File: src/rtl/writeback_regfile.sv
// Writeback stage: selects the result for the instruction in D3, commits it to a
// 32x32 register file with write-through read ports, and counts retired writebacks.
module writeback_regfile (
  input  logic        clock,
  input  logic        reset,
  input  logic [5:0]  opcode_d3,
  input  logic [4:0]  rd_d3,
  input  logic        register_we_d3,
  input  logic [31:0] alu_out_d3,
  input  logic [31:0] DOut_d3,
  input  logic [31:0] immediate_value_d3,
  input  logic [31:0] reg_rs1_d3,
  input  logic [31:0] sum_d3,
  input  logic [31:0] multiply_d3,
  input  logic [4:0]  rs1_addr,
  input  logic [4:0]  rs2_addr,
  output logic [31:0] rs1_data,
  output logic [31:0] rs2_data,
  output logic [31:0] wb_data,
  output logic        wb_valid_q,
  output logic [4:0]  wb_rd_q,
  output logic [31:0] wb_data_q,
  output logic [31:0] instret
);

  localparam logic [5:0] OP_LOAD   = 6'h10;
  localparam logic [5:0] OP_IMM    = 6'h12;
  localparam logic [5:0] OP_MOVRS1 = 6'h13;
  localparam logic [5:0] OP_SUM    = 6'h14;
  localparam logic [5:0] OP_MUL    = 6'h15;

  logic [31:0] regs_reg [1:31];
  logic [31:0] rf_view  [32];
  logic [4:0]  rd_addr  [2];
  logic [31:0] rd_data  [2];
  logic        commit_pending;
  logic        wb_valid_reg;
  logic [4:0]  wb_rd_reg;
  logic [31:0] wb_data_reg;
  logic [31:0] instret_reg;
  logic [31:0] instret_next;

  always_comb begin
    wb_data = alu_out_d3;
    case (opcode_d3)
      OP_LOAD:   wb_data = DOut_d3;
      OP_IMM:    wb_data = immediate_value_d3;
      OP_MOVRS1: wb_data = reg_rs1_d3;
      OP_SUM:    wb_data = sum_d3;
      OP_MUL:    wb_data = multiply_d3;
      default:   wb_data = alu_out_d3;
    endcase
  end

  // Reset masks the commit so neither the array nor the bypass sees a dropped write.
  assign commit_pending = register_we_d3 && (rd_d3 != 5'd0) && !reset;

  always_ff @(posedge clock) begin
    for (int i = 1; i < 32; i++) begin
      if (reset) begin
        regs_reg[i] <= '0;
      end else if (commit_pending && (rd_d3 == 5'(i))) begin
        regs_reg[i] <= wb_data;
      end
    end
  end

  // Register 0 has no storage; it is hardwired to zero in the read view.
  assign rf_view[0] = '0;
  generate
    for (genvar gi = 1; gi < 32; gi++) begin : g_view
      assign rf_view[gi] = regs_reg[gi];
    end
  endgenerate

  assign rd_addr[0] = rs1_addr;
  assign rd_addr[1] = rs2_addr;

  generate
    for (genvar gi = 0; gi < 2; gi++) begin : g_read
      assign rd_data[gi] = (commit_pending && (rd_addr[gi] == rd_d3)) ? wb_data
                                                                      : rf_view[rd_addr[gi]];
    end
  endgenerate

  assign rs1_data = rd_data[0];
  assign rs2_data = rd_data[1];

  // Forwarding copy: valid pulses per commit, rd/data hold the last committed write.
  always_ff @(posedge clock) begin
    if (reset) begin
      wb_valid_reg <= 1'b0;
      wb_rd_reg    <= '0;
      wb_data_reg  <= '0;
    end else begin
      wb_valid_reg <= commit_pending;
      if (commit_pending) begin
        wb_rd_reg   <= rd_d3;
        wb_data_reg <= wb_data;
      end
    end
  end

  // Writes to r0 still retire, so the counter follows the request, not the commit.
  assign instret_next = instret_reg + 32'd1;

  always_ff @(posedge clock) begin
    if (reset) begin
      instret_reg <= '0;
    end else if (register_we_d3) begin
      instret_reg <= instret_next;
    end
  end

  assign wb_valid_q = wb_valid_reg;
  assign wb_rd_q    = wb_rd_reg;
  assign wb_data_q  = wb_data_reg;
  assign instret    = instret_reg;

endmodule

File: config.mk
export PLATFORM = sky130hd
export DESIGN_NAME = writeback_regfile
export DESIGN_NICKNAME = d
export VERILOG_FILES = /design/src/rtl/writeback_regfile.sv
export SDC_FILE = /design/constraint.sdc
export NUM_CORES = 2
export LEC_CHECK = 0
export BUFFER_PORTS_ARGS = -buffer_cell sky130_fd_sc_hd__buf_4
export CORE_ASPECT_RATIO = 0.7
export CORE_MARGIN = 3
export CORE_UTILIZATION = 59
export CTS_CLUSTER_SIZE = 12
export DETAILED_ROUTE_END_ITERATION = 8
export PLACE_DENSITY = 0.78
export SYNTH_ARGS = -nofsm -noshare
export SYNTH_HDL_FRONTEND = slang
export SYNTH_SLANG_ARGS = --single-unit
export TNS_END_PERCENT = 50
File: constraint.sdc
create_clock -name clock -period 3.3 [get_ports clock]
set_input_delay 0.33 -clock clock [delete_from_list [all_inputs] [get_ports clock]]
set_output_delay 0.33 -clock clock [all_outputs]
set_load 0.02 [all_outputs]
Word-level counts from Yosys, hierarchy flattened. Memory sizes are Yosys's and may differ from the RTL's. Index checks and enable logic that the tools add are counted.

Register bits: 70. RAM bits: 992. Bits of input ports: 216. Memories kept: 1.

Memory list: regs_reg (words 31, width 32, read ports 31, clocked after Yosys merged registers in 0, wr ports 31, RTL line 32) `logic [31:0] regs_reg [1:31];`.

$add $sub $neg: 1. $lt $le $gt $ge: 2. Equal/unequal tests: 38. Muxes and demuxes: 135. Bitwise operators: 33. Reduce and logical (&&, ||, !) cells: 37.

Operator list (count): $mux 32 (37); $bmux 32 s5 (2); $pmux 32 s5 (1); $mux 1 (95); $eq 5x5->1 const B (16); $eq 5x4->1 const B (8); $logic_and 1x1->1 (35); $add 32x1->32 const B (1); $or 1x1->1 (31); $eq 6x5->1 const B (5); $eq 5x3->1 const B (4); $ge 6x6->1 const B (2); $not 5->6 (2); $eq 5x2->1 const B (2); $eq 5x5->1 (2); $eq 5x1->1 const B (1); $reduce_bool 5->1 (1); $logic_not 1->1 (1).

Depth between registers and ports, before layout.
Depth in word-level cells: 8. Gate-level depth with buffers: 10. Gate-level depth less buffers: 6.

Worst setup path before layout. OpenSTA, ideal clock, no wires.

Path kind: input port to flip-flop. Start point: input rd_d3[4]. End point: register, netlist name regs_reg[0][416]. Setup time: 0.394 ns. Data arrival time: 2.166 ns. Slack: 0.740 ns. Cell stages on the path: 4. Cell sequence: or3b_2 nor3b_1 nand3_1 nand2b_1.

RTL lines: from (decl) (RTL line 7) `input logic [4:0] rd_d3,`.

Final worst setup path.
Start point: input rs1_addr[1]. End point: output rs1_data[16].

Longest elaborated chain between the ends: 5. Elaborated cells between the ends (all ways): 7. Classes of those cells: eq/ne: 1; mux: 4; bitwise: 1; reduce/logical: 1.

RTL lines: from (decl) (RTL line 15) `input logic [4:0] rs1_addr,`; $not 5->6 (implied by the code) (RTL line 82) `: rf_view[rd_addr[gi]];`; $bmux 32 s5 (RTL line 82); $mux 32 (implied by the code) (2 in series) (RTL line 82); $mux 32 (*) (RTL line 81) `assign rd_data[gi] = (commit_pending && (rd_addr[gi] == rd_d3)) ? wb_data`; to (decl) (RTL line 17) `output logic [31:0] rs1_data,`.

Every way passes the cells marked *; elsewhere a longest branch is shown, timed or not. The select of a mux whose other input is x is not followed.

==> flow_metrics.py <==
metrics = {
    "cells_and_area": {
        "largest_reg_flops": 992,
        "commonest_cells_after_routing_fill_and_taps_aside": "1060 x nor2_1, 992 x edfxtp_1, 611 x buf_4, 386 x mux4_2, 158 x mux2_2",
        "most_common_library_cell_in_the_layout_ignoring_fill_and_taps": "nor2_1",
        "design.final.nets": 4920,
        "layout-area-overhead-vs-synth_pct": 15.7,
        "final_layout_size_suffix_gt1_share_pct": 30.3,
    },
    "timing": {
        "final_min_period_over_clock_period_pct": 105,
        "tns_ns": -0.210,
        "worst_path_setup_slack_after_routing_ns": -0.149,
        "final-setup-viol-count": 3,
        "fin_worst_skew_ns": 0.00440,
        "final-max-slew-violation-count": 0,
        "fmax_ghz": 0.290,
        "timing.slew.headroom_pct": 19.2,
        "grt_setup_unrepaired": "false",
        "final_hold_viol_count": 0,
        "timing_worst_slew_pin_value_ns": 1.20,
        "finalCriticalPeriod_ns": 3.45,
    },
    "place": {
        "buffer_ports.inserted": 381,
        "gp_routability_congestion": 1.01,
        "place_hpwl_um": 136000,
    },
    "detailed_routing": {
        "via_per_inst": 7.48,
        "avgRoutedWirePerCell_um": 35.5,
        "drc": 0,
        "postRouteWirelength_um": 213000,
        "drt.antenna.violating_nets": 0,
        "drt-initial-drc-count": 8487,
        "detail_route.first_pass.iterations": 7,
        "vias": 45000,
    },
    "grt": {
        "antenna_violations_before_repair": 5,
        "via_count_of_the_first_global_routing_pass": 44000,
        "grt_usage_pct": 42.4,
        "grt_overflow_total": 0,
        "grt_start_max_net_pins": 82,
        "first_pass_grt_wire_length_um": 301000,
    },
    "yosys": {
        "synth-seq-cells": 1062,
        "synth_cells": 4409,
        "synth.lib_cells_used.distinct": 59,
        "synth_sequential_area_ratio_pct": 55.7,
        "ys_async_sr_fraction_pct": 0,
        "synthesis.area_per_instance_um2": 12.7,
        "synth.yosys.warnings": 0,
        "synth_area_mm2": 0.0560,
        "synth_nets": 4626,
        "synth.largest_area_cell": "edfxtp_1",
        "synthTopCellsByArea": "edfxtp_1 53%, mux4_2 16%, nor2_1 7.1%",
        "synth-edff-count": 992,
        "post-synth-top-area-fraction_pct": 53.2,
        "main_flop_type_after_synthesis": "edfxtp_1",
    },
    "worst_hold_path": {
        "timing.hold.worst.class": "input port to flip-flop",
        "min-delay-start": "rd_d3[2]",
        "worst_hold_path.num_cells": 3,
        "hold_end": "wb_rd_q[2]$_SDFFE_PP0P_",
    },
    "floorplanning": {
        "row_count": 93,
        "io-pin-count": 382,
        "core_region_area_mm2": 0.0930,
        "initial_core_util_pct": 60.2,
        "dieArea_mm2": 0.0987,
        "die_w_um": 374,
        "die_y_um": 264,
    },
    "clock_network": {
        "cts_buffers": 104,
        "postCtsSetupRepairBufs": 0,
        "clock_tree.buffer_depth": 3,
        "clock-sinks": 1062,
        "clkLatencyLatePin_ns": 0.70,
        "clk_transition_reported_paths_ns": 0.06,
        "htreeDepth": 3,
        "cts.root.buffer_cell": "clkbuf_16",
        "tritoncts_clock_tree": "yes",
    },
    "setup_path": {
        "rr_startpoint": "instret[10]$_SDFFE_PP0P_",
        "cp.arrival_ns": 3.12,
        "r2r.worst_path.cells": 5,
        "critical_path.max_fanout": 23,
        "capture_point_of_the_worst_reg_to_reg_path": "instret[27]$_SDFFE_PP0P_",
        "crit_type": "input port to primary output",
        "worst-r2r-setup-slack_ns": 1.14,
        "timing.critical_path.to_type": "primary output",
        "cp_data_required_time_ns": 2.97,
        "cp-start-kind": "input port",
    },
    "pwr": {
        "totalPowerFinal_mw": 32.4,
        "ir_worst_vdd_v": 0.000470,
        "clockPowerShare_pct": 34.5,
        "power.combinational.fraction_pct": 16.6,
        "p_leak_nw": 23.6,
        "power_per_unit_of_standard_cell_area_mw_per_mm2": 500,
        "switching_power_mw": 8.78,
        "internal_mw": 23.6,
        "netSwitchingFraction_pct": 27.1,
        "pwr-share-seq_pct": 48.9,
    },
    "run": {
        "max-cap-violations": 0,
    },
    "status": {
        "failed_checks": "setup timing",
        "run_status": "finished, violations left",
    },
}
[metrics by stage]
stage	instance area, µm²	util (%)	setup slack [ns]	std cells	hold slack (ns)
after floorplan	56000	-	0.740	4409	0.497
after global placement	61700	66.4	0.0651	5828	0.444
after detailed placement	61700	66.4	0.0955	5828	0.447
after CTS	64800	69.6	0.00124	6010	0.00355
after global routing	64800	69.7	0.00345	6012	0.0451
final	64800	69.7	-0.149	6013	0.0437
[per-layer routing]
| layer | track usage, % | vias to the layer above | part of all wire [%] |
|---|---|---|---|
| li1 | - | 17400 | - |
| met1 | 54.0 | 21600 | 32 |
| met2 | 58.9 | 5007 | 41 |
| met3 | 20.8 | 1000 | 20 |
| met4 | 24.4 | 14 | 7.3 |
| met5 | 0.968 | - | 0.13 |
[cell families after synthesis]
kind of cell,synth area share [%]
XOR/XNOR,0.563
AND/OR/NAND/NOR,11.5
buffers and inverters,4.14
AO/OA/AOI/OAI,8.21
flip-flops,55.7
multiplexers,19.9
adder cells (fa/ha/maj),0.0224
[Yosys cell counts, types with 23 or more instances]
master,number
and3b_1,33
dfxtp_1,70
o22ai_1,101
nand2b_1,37
mux2_2,158
xnor2_1,23
inv_2,23
o31ai_1,31
clkbuf_1,261
a221oi_1,55
nor3b_1,36
mux4_2,386
a31oi_1,32
o21ai_0,104
a22oi_1,113
o22a_1,31
edfxtp_1,992
buf_2,206
mux2i_1,66
a21oi_1,74
buf_1,37
a41o_1,32
nand3_1,145
nor2_1,1062
o21bai_1,31
a211o_1,25
nand2_1,113
[area by class of cell]
type / count / area, µm²
multi-input combinational: 2805 / 22700
fill: 6210 / 28200
timing repair buffer: 695 / 6190
clock inverter: 17 / 156
antenna: 3 / 7.51
tap: 1235 / 1550
inverter: 35 / 131
clock buffer: 161 / 2870
sequential: 1062 / 31200
[worst max-delay path by stage]
stage                                         from                        endpoint  cells after the start
floorplan                                 rd_d3[4]  regs_reg[0][416]$_SDFFCE_PN0P_                      4
global placement                       rs1_addr[3]                    rs1_data[16]                      9
detailed placement                        rd_d3[1]                    rs1_data[16]                      8
CTS                 regs_reg[0][752]$_SDFFCE_PN0P_                    rs1_data[16]                      7
global route                          opcode_d3[3]                     rs1_data[0]                      9
finish                                 rs1_addr[1]                    rs1_data[16]                     10
[timing repair]
action	CTS	global route
endpoints found under the hold margin	4	0
hold buffers	4	0
gates resized for setup	0	1
setup endpoints to repair	0	1
[worst max-delay path, cell delays in order]
cell	delay (ns)
buf_6	0.27
buf_12	0.27
buf_12	0.20
mux4_2	0.19
nor2_1	0.04
o31ai_1	0.68
nand3_1	0.41
o21ai_1	0.37
buf_4	0.19
buf_4	0.13
[power groups by stage]
stage	registers [mW]	clock network (mW)	logic, mW
after floorplan	16.0	0	2.88
after global placement	16.0	0	5.07
after detailed placement	16.1	0	5.13
after CTS	15.8	11.1	5.16
after global routing	15.9	11.6	5.47
final	15.8	11.2	5.38
Note: power is estimated with default switching activity, not from simulation.
